**config.mk**
```make
export PLATFORM = sky130hd
export DESIGN_NAME = frame_stream_joiner
export DESIGN_NICKNAME = d
export VERILOG_FILES = /design/src/rtl/frame_stream_joiner.sv
export SDC_FILE = /design/constraint.sdc
export NUM_CORES = 1
export LEC_CHECK = 0
export BUFFER_PORTS_ARGS = -buffer_cell sky130_fd_sc_hd__buf_2
export CAP_MARGIN = 20
export CORE_ASPECT_RATIO = 1.1
export CORE_MARGIN = 1
export CORE_UTILIZATION = 40
export CTS_CLUSTER_DIAMETER = 120
export DETAILED_ROUTE_END_ITERATION = 8
export GPL_TIMING_DRIVEN = 1
export SETUP_SLACK_MARGIN = 0.1
export SLEW_MARGIN = 30
export SYNTH_ARGS = -nofsm -noshare
export SYNTH_HDL_FRONTEND = slang
export SYNTH_SLANG_ARGS = --single-unit
```
**constraint.sdc**
```tcl
create_clock -name aclk -period 2.3 [get_ports aclk]
set_clock_uncertainty 0.15 [all_clocks]
set_input_delay 0.23 -clock aclk [delete_from_list [all_inputs] [get_ports aclk]]
set_output_delay 0.23 -clock aclk [all_outputs]
set_load 0.02 [all_outputs]
```
**src/rtl/frame_stream_joiner.sv**
```systemverilog
// Joins three pixel streams (current, previous, background) beat-by-beat into one wide stream,
// discarding beats until all three streams agree on start-of-frame and flagging any loss of alignment.
module frame_stream_joiner #(
    parameter int unsigned TDATA_WIDTH = 24,
    parameter int unsigned FIFO_DEPTH  = 4
) (
    input  logic                       aclk,
    input  logic                       areset,

    input  logic [TDATA_WIDTH-1:0]     cur_tdata,
    input  logic                       cur_tuser,
    input  logic                       cur_tlast,
    input  logic                       cur_tvalid,
    output logic                       cur_tready,

    input  logic [TDATA_WIDTH-1:0]     prev_tdata,
    input  logic                       prev_tuser,
    input  logic                       prev_tlast,
    input  logic                       prev_tvalid,
    output logic                       prev_tready,

    input  logic [TDATA_WIDTH-1:0]     bg_tdata,
    input  logic                       bg_tuser,
    input  logic                       bg_tlast,
    input  logic                       bg_tvalid,
    output logic                       bg_tready,

    output logic [3*TDATA_WIDTH-1:0]   output_frames_tdata,
    output logic                       output_frames_tuser,
    output logic                       output_frames_tlast,
    output logic                       output_frames_tvalid,
    input  logic                       output_frames_tready,

    input  logic                       err_clear,
    output logic                       sync_error,
    output logic [7:0]                 err_count
);

    localparam int unsigned NS = 3;
    localparam int unsigned AW = $clog2(FIFO_DEPTH);
    localparam int unsigned PW = AW + 1;

    typedef struct packed {
        logic                   user;
        logic                   last;
        logic [TDATA_WIDTH-1:0] data;
    } beat_t;

    typedef enum logic {SYNC, RUN} state_t;

    state_t          state, state_nxt;
    beat_t           in_beat [NS];
    beat_t           head    [NS];
    logic [NS-1:0]   in_valid, in_ready, push, pop, empty, full;
    logic            load, mismatch, all_present, all_sof, heads_match, out_free;

    assign in_beat[0] = {cur_tuser,  cur_tlast,  cur_tdata};
    assign in_beat[1] = {prev_tuser, prev_tlast, prev_tdata};
    assign in_beat[2] = {bg_tuser,   bg_tlast,   bg_tdata};
    assign in_valid   = {bg_tvalid, prev_tvalid, cur_tvalid};

    assign cur_tready  = in_ready[0];
    assign prev_tready = in_ready[1];
    assign bg_tready   = in_ready[2];

    // One first-word-fall-through FIFO per input stream
    for (genvar i = 0; i < NS; i++) begin : g_fifo
        beat_t          mem [FIFO_DEPTH];
        logic [AW:0]    wr_ptr, rd_ptr;

        assign empty[i]    = (wr_ptr == rd_ptr);
        assign full[i]     = (wr_ptr == (rd_ptr ^ PW'(FIFO_DEPTH)));
        assign head[i]     = mem[rd_ptr[AW-1:0]];
        assign in_ready[i] = !full[i] && !areset;
        assign push[i]     = in_valid[i] && in_ready[i];

        always_ff @(posedge aclk) begin
            if (areset) begin
                wr_ptr <= '0;
                rd_ptr <= '0;
            end else begin
                if (push[i]) wr_ptr <= wr_ptr + PW'(1);
                if (pop[i])  rd_ptr <= rd_ptr + PW'(1);
            end
        end

        always_ff @(posedge aclk) begin
            if (push[i]) mem[wr_ptr[AW-1:0]] <= in_beat[i];
        end
    end

    assign all_present = ~|empty;
    assign all_sof     = all_present && head[0].user && head[1].user && head[2].user;
    assign heads_match = (head[0].user == head[1].user) && (head[0].user == head[2].user) &&
                         (head[0].last == head[1].last) && (head[0].last == head[2].last);
    assign out_free    = !output_frames_tvalid || output_frames_tready;

    always_ff @(posedge aclk) begin
        if (areset) state <= SYNC;
        else        state <= state_nxt;
    end

    // SYNC drops non-SOF heads until all three streams present SOF; RUN joins aligned beats
    always_comb begin
        state_nxt = state;
        pop       = '0;
        load      = 1'b0;
        mismatch  = 1'b0;
        case (state)
            SYNC: begin
                for (int unsigned i = 0; i < NS; i++) begin
                    if (!empty[i] && !head[i].user) pop[i] = 1'b1;
                end
                if (all_sof) state_nxt = RUN;
            end
            RUN: begin
                if (all_present && out_free) begin
                    pop = '1;
                    if (heads_match) begin
                        load = 1'b1;
                    end else begin
                        mismatch  = 1'b1;
                        state_nxt = SYNC;
                    end
                end
            end
            default: state_nxt = SYNC;
        endcase
    end

    always_ff @(posedge aclk) begin
        if (areset) begin
            output_frames_tvalid <= 1'b0;
            output_frames_tuser  <= 1'b0;
            output_frames_tlast  <= 1'b0;
            output_frames_tdata  <= '0;
        end else if (load) begin
            output_frames_tvalid <= 1'b1;
            output_frames_tuser  <= head[0].user;
            output_frames_tlast  <= head[0].last;
            output_frames_tdata  <= {head[2].data, head[1].data, head[0].data};
        end else if (output_frames_tready) begin
            output_frames_tvalid <= 1'b0;
        end
    end

    // Clear takes priority over a coincident misalignment
    always_ff @(posedge aclk) begin
        if (areset || err_clear) begin
            sync_error <= 1'b0;
            err_count  <= 8'd0;
        end else if (mismatch) begin
            sync_error <= 1'b1;
            if (err_count != 8'hFF) err_count <= err_count + 8'd1;
        end
    end

endmodule

```
==> results of run 1 <==
-- power groups by stage --
stage	Combinational [mW]	Sequential (mW)	Clock, mW
after floorplan	1.37	8.59	0
after global placement	1.97	8.63	0
after detailed placement	1.99	8.64	0
after CTS	2.37	8.48	7.12
after global routing	2.63	8.50	7.40
final	2.44	8.48	6.94
-- cells in the mapped netlist (all sizes together) (5+ instances only) --
cell	number
mux2i	6
xnor2	18
buf	23
nand3	77
mux4	78
edfxtp	312
nor3	5
clkbuf	44
and3	7
and2	12
ha	16
dfxtp	109
o31ai	5
o21ai	74
or3	5
nor2	21
nand2	11
inv	10
a21oi	81
-- layer usage --
layer / vias up / global-route usage (%) / part of all wire [%]
li1: 4424 / - / -
met1: 4814 / 22.9 / 42
met2: 235 / 31.6 / 51
met3: 59 / 3.61 / 5.5
met4: 0 / 6.24 / 2.4
met5: - / 0 / 0
-- cell usage in the layout (no fill, tap or decap), drive strengths merged, types with 5 or more instances in the layout --
| master | instances |
|---|---|
| clkbuf | 58 |
| inv | 11 |
| bufinv | 5 |
| dfxtp | 109 |
| clkinv | 16 |
| edfxtp | 312 |
| or3 | 5 |
| and3 | 7 |
| and2 | 12 |
| nand3 | 77 |
| mux2i | 6 |
| xnor2 | 18 |
| mux4 | 78 |
| nand2 | 11 |
| nor3 | 5 |
| o21ai | 74 |
| a21oi | 81 |
| ha | 16 |
| nor2 | 21 |
| o31ai | 5 |
| buf | 268 |
| dlygate4sd3 | 82 |
-- cells by family (layout without fill, tap and decap cells) --
group                    after synthesis  after routing  synth area share, %
adder cells (fa/ha/maj)               16             16                 1.26
flip-flops                           421            421                 72.6
AND/OR/NAND/NOR                      152            152                 4.94
multiplexers                          84             84                 11.4
buffers and inverters                 77            441                 2.16
XOR/XNOR                              21             21                 1.16
AO/OA/AOI/OAI                        184            184                 6.42
-- registers in the layout (all words and copies together), names as in the netlist, named ones only --
signal	cells
output_frames_tlast	1
g_fifo.rd_ptr	9
state	1
g_fifo.mem	312
output_frames_tvalid	1
output_frames_tuser	1
g_fifo.wr_ptr	9
err_count	8
output_frames_tdata	72
sync_error	1
-- metrics by stage --
step	utilization (%)	power, mW	cells
finish	53.4	17.9	1826
global placement	45.9	10.6	1636
floorplan	-	9.96	955
detailed placement	45.9	10.6	1636
CTS	52.6	18.0	1817
global route	53.4	18.5	1826
-- critical path, delay by kind of cell, from the launching register on --
family	cells	cell delay [ns]
and+or+nand+nor	1	0.21
buffers and inverters	2	0.36
DFF	1	0.37
muxes	1	0.54
AOI/OAI and AO/OA	3	0.61
-- cell type report --
cell class,count,area [µm²]
clock buffers,56,1160
clock inverters,23,246
fillers,3246,18200
inverters,10,37.5
multi-input cells,457,4420
flip-flops and latches,421,11600
well taps,507,634
repair buffers,352,2870
-- timing repair --
action	4_1_cts	5_1_grt
buffers inserted	15	7
setup endpoints to repair	84	146
hold endpoints to repair	338	0
hold buffers	82	0
gates cloned	5	2
pin swaps	11	18
resized for setup	51	72
-- path summary, 6_finish.rpt --
path | start | end | slack (ns) | cells past startpoint
hold reg to reg | output_frames_tdata[9] | output_frames_tdata[9] | 0.31 | 2
hold / removal | bg_tvalid | g_fifo[2].wr_ptr[1] | 0.05 | 6
setup / recovery | register | err_count[6] | -0.02 | 7
setup reg to reg | register | err_count[6] | -0.02 | 7
==> impl_metrics.toml, run 1 <==
[run_status]
outcome = "finished with violations"
violations = "negative setup slack"

[timing]
whs_ns = 0.0475
fin_setup_tns_ns = -0.134
hold_viol_final = 0
worstMarginPinSlew_ns = 0.603
finalCritPeriodShare_pct = 101
fmax_mhz = 431
period_needed_ns = 2.32
finalMaxSlewViolations = 0
setup_ws_ns = -0.0201
rsz0062_at_grt = "true"
max-slew-margin-rel_pct = 59.8
setup_violations = 9

[synth]
netlist_instances = 955
ys_ff_latch = 421
synth-edff-count = 312
synth_top_flop_cell = "edfxtp_1"
syn_avg_cell_area_um2 = 16.7
synth.distinct_cells = 43
syn_nets = 1056
netlist.area_leader.share_pct = 58.9
synth.largest_area_cell = "edfxtp_1"
seq_area_frac_synth_pct = 72.6
synthesis.area_mm2 = 0.0159
async_reset_ff_share_pct = 0
synth.area.top_cells = "edfxtp_1 59%, dfxtp_1 14%, mux4_2 11%"
yosysWarnings = 0

[floorplan]
core_area_mm2 = 0.0392
die_x_um = 192
row_count = 76
io_pins = 172
die_area_mm2 = 0.0406
fp.dieH_um = 211
start_util_pct = 40.6

[route]
vias_per_cell = 5.22
drt_iter0_markers = 436
wl_per_cell_um = 20.2
wl_mm = 36.9
dr_total_vias = 9532
antenna_left = 0
dr.pass1.iters = 5
drcViolationCount = 0

[clock_tree]
htree_levels = 2
clkTransAtPathRegs_ns = 0.06
cts-root-buf = "clkbuf_16"
cts_num_sinks = 421
worstSkewPairLatency_ns = 0.57
clockBufferDepth = 3
cts_tree = "yes"
cts-buffers-inserted = 43

[grt]
grt_max_degree = 42
grt-ovfl-total = 0
grt_pass1_vias = 9897
antenna_found_initial = 0
grt_pass1_wl_mm = 56.0
track_usage_pct = 18.3

[setup_path]
critical_path_peak_fanout = 36
worstSetupPathType = "register to register"
start_kind = "register"
worstSetupEndpointType = "register"
crit_slowest_cell = "mux4_2"
critPathMaxStageDelay_ns = 0.54
critical_path_arrival_ns = 2.65
required_ns = 2.63
worstPathCellList = "mux4_2, and3_4, buf_6, o22ai_4, buf_12, a31oi_1, a311oi_1"

[finish]
diodes = 0
fin_area_mm2 = 0.0209
synthToLayoutAreaGrowth_pct = 31.7
nets = 1386
drive_above_1_share_pct = 37.8

[job]
maxCapViolCount = 0

[pwr]
pwr-share-seq_pct = 47.5
p_comb_share_pct = 13.7
p_leak_nw = 7.22
p_sw_share_pct = 23.0
p_clk_share_pct = 38.9
p_int_mw = 13.8
irDropWorstVdd_v = 0.000613
switching_power_mw = 4.10
p_per_area_mw_per_mm2 = 853

[placed_design]
place.gp.congestion = 0.747
place_hpwl_mm = 22.0
dpl_cell_area_mm2 = 0.0180
dp_slack_ns = -0.0318
portBuffers = 171

[worst_hold_path]
hold_path.class = "input port to register"
Note: power is estimated with default switching activity, not from simulation.
==> run 2, diff against run 1 <==
--- a/config.mk
+++ b/config.mk
@@ -5,9 +5,9 @@
 export SDC_FILE = /design/constraint.sdc
 export NUM_CORES = 1
 export LEC_CHECK = 0
+export ABC_CLOCK_PERIOD_IN_PS = 2300
 export BUFFER_PORTS_ARGS = -buffer_cell sky130_fd_sc_hd__buf_2
 export CAP_MARGIN = 20
-export CORE_ASPECT_RATIO = 1.1
 export CORE_MARGIN = 1
 export CORE_UTILIZATION = 40
 export CTS_CLUSTER_DIAMETER = 120
==> run 2 against run 1 <==
Effect of this change: the flow now finishes without violations; setup slack improved by 0.026 ns; hold slack got worse by 0.0052 ns; largest cell class unchanged; first-iteration DRC count increased by 7.8%; fmax increased by 1.1%; via count decreased by 0.64%; clock power decreased by 2%; core utilization decreased by 0.33 points; cell count about the same; non-clock buffer count decreased by 18; flip-flop and latch count unchanged; die area about the same.
==> impl_metrics.toml, run 2 (synthesis results as in run 1) <==
[run_status]
outcome = "finished, final reports clean"

[placed_design]
place_hpwl_mm = 22.1
portBuffers = 171
dp_cells = 1650
place.gp.congestion = 0.732

[clock_tree]
cts-buffers-inserted = 45
cts_num_sinks = 421
cts_tree = "yes"
clkTransAtPathRegs_ns = 0.06
htree_levels = 2
clockBufferDepth = 3
cts-root-buf = "clkbuf_16"
worstSkewPairLatency_ns = 0.56

[finish]
drive_above_1_share_pct = 36.2
final_common_cell = "edfxtp_1"
synthToLayoutAreaGrowth_pct = 30.0
final_cell_mix = "312 x edfxtp_1, 170 x buf_2, 100 x dfxtp_1"
multiInputGateArea_mm2 = 0.00432
fin_util_pct = 53.1
largest_register_ff_count = 312
fin_cells = 1825
filler_cell_count = 3258
nets = 1370
seqCellArea_mm2 = 0.0116

[timing]
worstMarginPinSlew_ns = 0.495
hold_viol_final = 0
rsz0062_at_grt = "true"
finalMaxSlewViolations = 0
whs_ns = 0.0423
max-slew-margin-rel_pct = 66.9
period_needed_ns = 2.29
fin_setup_tns_ns = 0
fmax_mhz = 436
finalCritPeriodShare_pct = 99.8
setup_violations = 0

[floorplan]
core_area_mm2 = 0.0389
die_x_um = 201
io_pins = 172
fp.dieH_um = 201
start_util_pct = 40.9
die_area_mm2 = 0.0406
row_count = 72

[route]
dr.pass1.iters = 5
drt_iter0_markers = 470
antenna_left = 0
drcViolationCount = 0
dr_total_vias = 9471
wl_mm = 36.5
wl_per_cell_um = 20.0
vias_per_cell = 5.19

[pwr]
p_sw_share_pct = 23.5
irDropWorstVdd_v = 0.000606
p_per_area_mw_per_mm2 = 848
p_comb_share_pct = 13.1
p_clk_share_pct = 38.6
p_leak_nw = 7.12
total_power_mw = 17.5
switching_power_mw = 4.11
pwr-share-seq_pct = 48.3
p_int_mw = 13.4

[setup_path]
worstSetupPathType = "register to register"
critical_path_arrival_ns = 2.57
r2r_start = "g_fifo[1].wr_ptr[0]"
rr_worst_depth = 6
r2r_end = "output_frames_tdata[55]"
critPathLaunch = "g_fifo[1].wr_ptr[0]"
start_kind = "register"
crit_end = "output_frames_tdata[55]"
worstSetupEndpointType = "register"
regToRegSetupSlack_ns = 0.006
critical_path_peak_fanout = 20
required_ns = 2.58

[grt]
antenna_found_initial = 2
grt-ovfl-total = 0
grt_pass1_wl_mm = 56.7
grt_pass1_vias = 9952
grt_max_degree = 40
track_usage_pct = 18.2

[worst_hold_path]
hold_path.class = "input port to register"

[job]
maxCapViolCount = 0
run 2: cell types whose count changed in the layout (fill, tap and decap cells not counted), sizes merged:
| cell | previous run | this run |
|---|---|---|
| clkinv | 16 | 15 |
| bufinv | 5 | 0 |
| diode | 0 | 1 |
| clkinvlp | 1 | 2 |
| clkbuf | 58 | 68 |
| buf | 268 | 250 |
run 2: how the worst min path moves through the flow:
stage / startpoint / end / slack, ns / cells after the start
2_1_floorplan: cur_tdata[0] / g_fifo[0].mem[0][0] / 0.18 / 0
5_1_grt: cur_tvalid / g_fifo[0].wr_ptr[1] / 0.07 / 6
6_report: bg_tvalid / g_fifo[2].wr_ptr[1] / 0.04 / 6
4_1_cts: cur_tvalid / g_fifo[0].wr_ptr[1] / 0.01 / 6
3_5_place_dp: cur_tdata[13] / g_fifo[0].mem[2][13] / 0.30 / 1
3_3_place_gp: cur_tdata[21] / g_fifo[0].mem[3][21] / 0.29 / 1
run 2: per-stage QoR:
stage               worst slack [ns]  area (µm²)
CTS                         -0.00176       20500
floorplan                     0.0616       16000
global route                 -0.0739       20700
detailed placement           -0.0257       18100
finish                       0.00573       20700
global placement              0.0414       18100
run 2: routing by layer:
metal	track usage, %	vias to the layer above	part of all wire (%)	wire length, µm
met5	0	-	0.060	22
met4	4.87	4	1.7	616
met3	3.69	50	4.8	1750
met2	30.3	219	49	17700
met1	24.2	4799	45	16400
li1	-	4399	-	-
run 2: power by group through the flow:
stage          Clock [mW]  Combinational, mW  Sequential (mW)
3_5_place_dp            0               2.04             8.64
5_1_grt              7.23               2.48             8.50
6_report             6.77               2.29             8.48
2_1_floorplan           0               1.37             8.59
3_3_place_gp            0               2.03             8.63
4_1_cts              6.92               2.23             8.48
run 2: cell type report:
cell class,count,area share [%]
Antenna cell,1,0.0121
Clock buffer,66,6.18
Clock inverter,18,0.521
Inverter,10,0.182
Multi-Input combinational cell,457,20.9
Sequential cell,421,56.0
Tap cell,518,3.14
Timing Repair Buffer,334,13.1
run 2: repair_timing:
action / CTS / global route
resized for setup: 46 / 54
setup endpoints to repair: 86 / 90
cloned: 0 / 3
hold buffers: 82 / 0
pin swaps: 17 / 25
hold endpoints to repair: 323 / 0
buffers inserted: 3 / 2
run 2: worst max-delay path, stage by stage (launching register included):
cell and delay (ns):
dfxtp_2 0.37, xnor2_2 0.17, and3_1 0.17, or4_4 0.63, buf_4 0.26, o21ai_0 0.31
a21oi_2 0.11
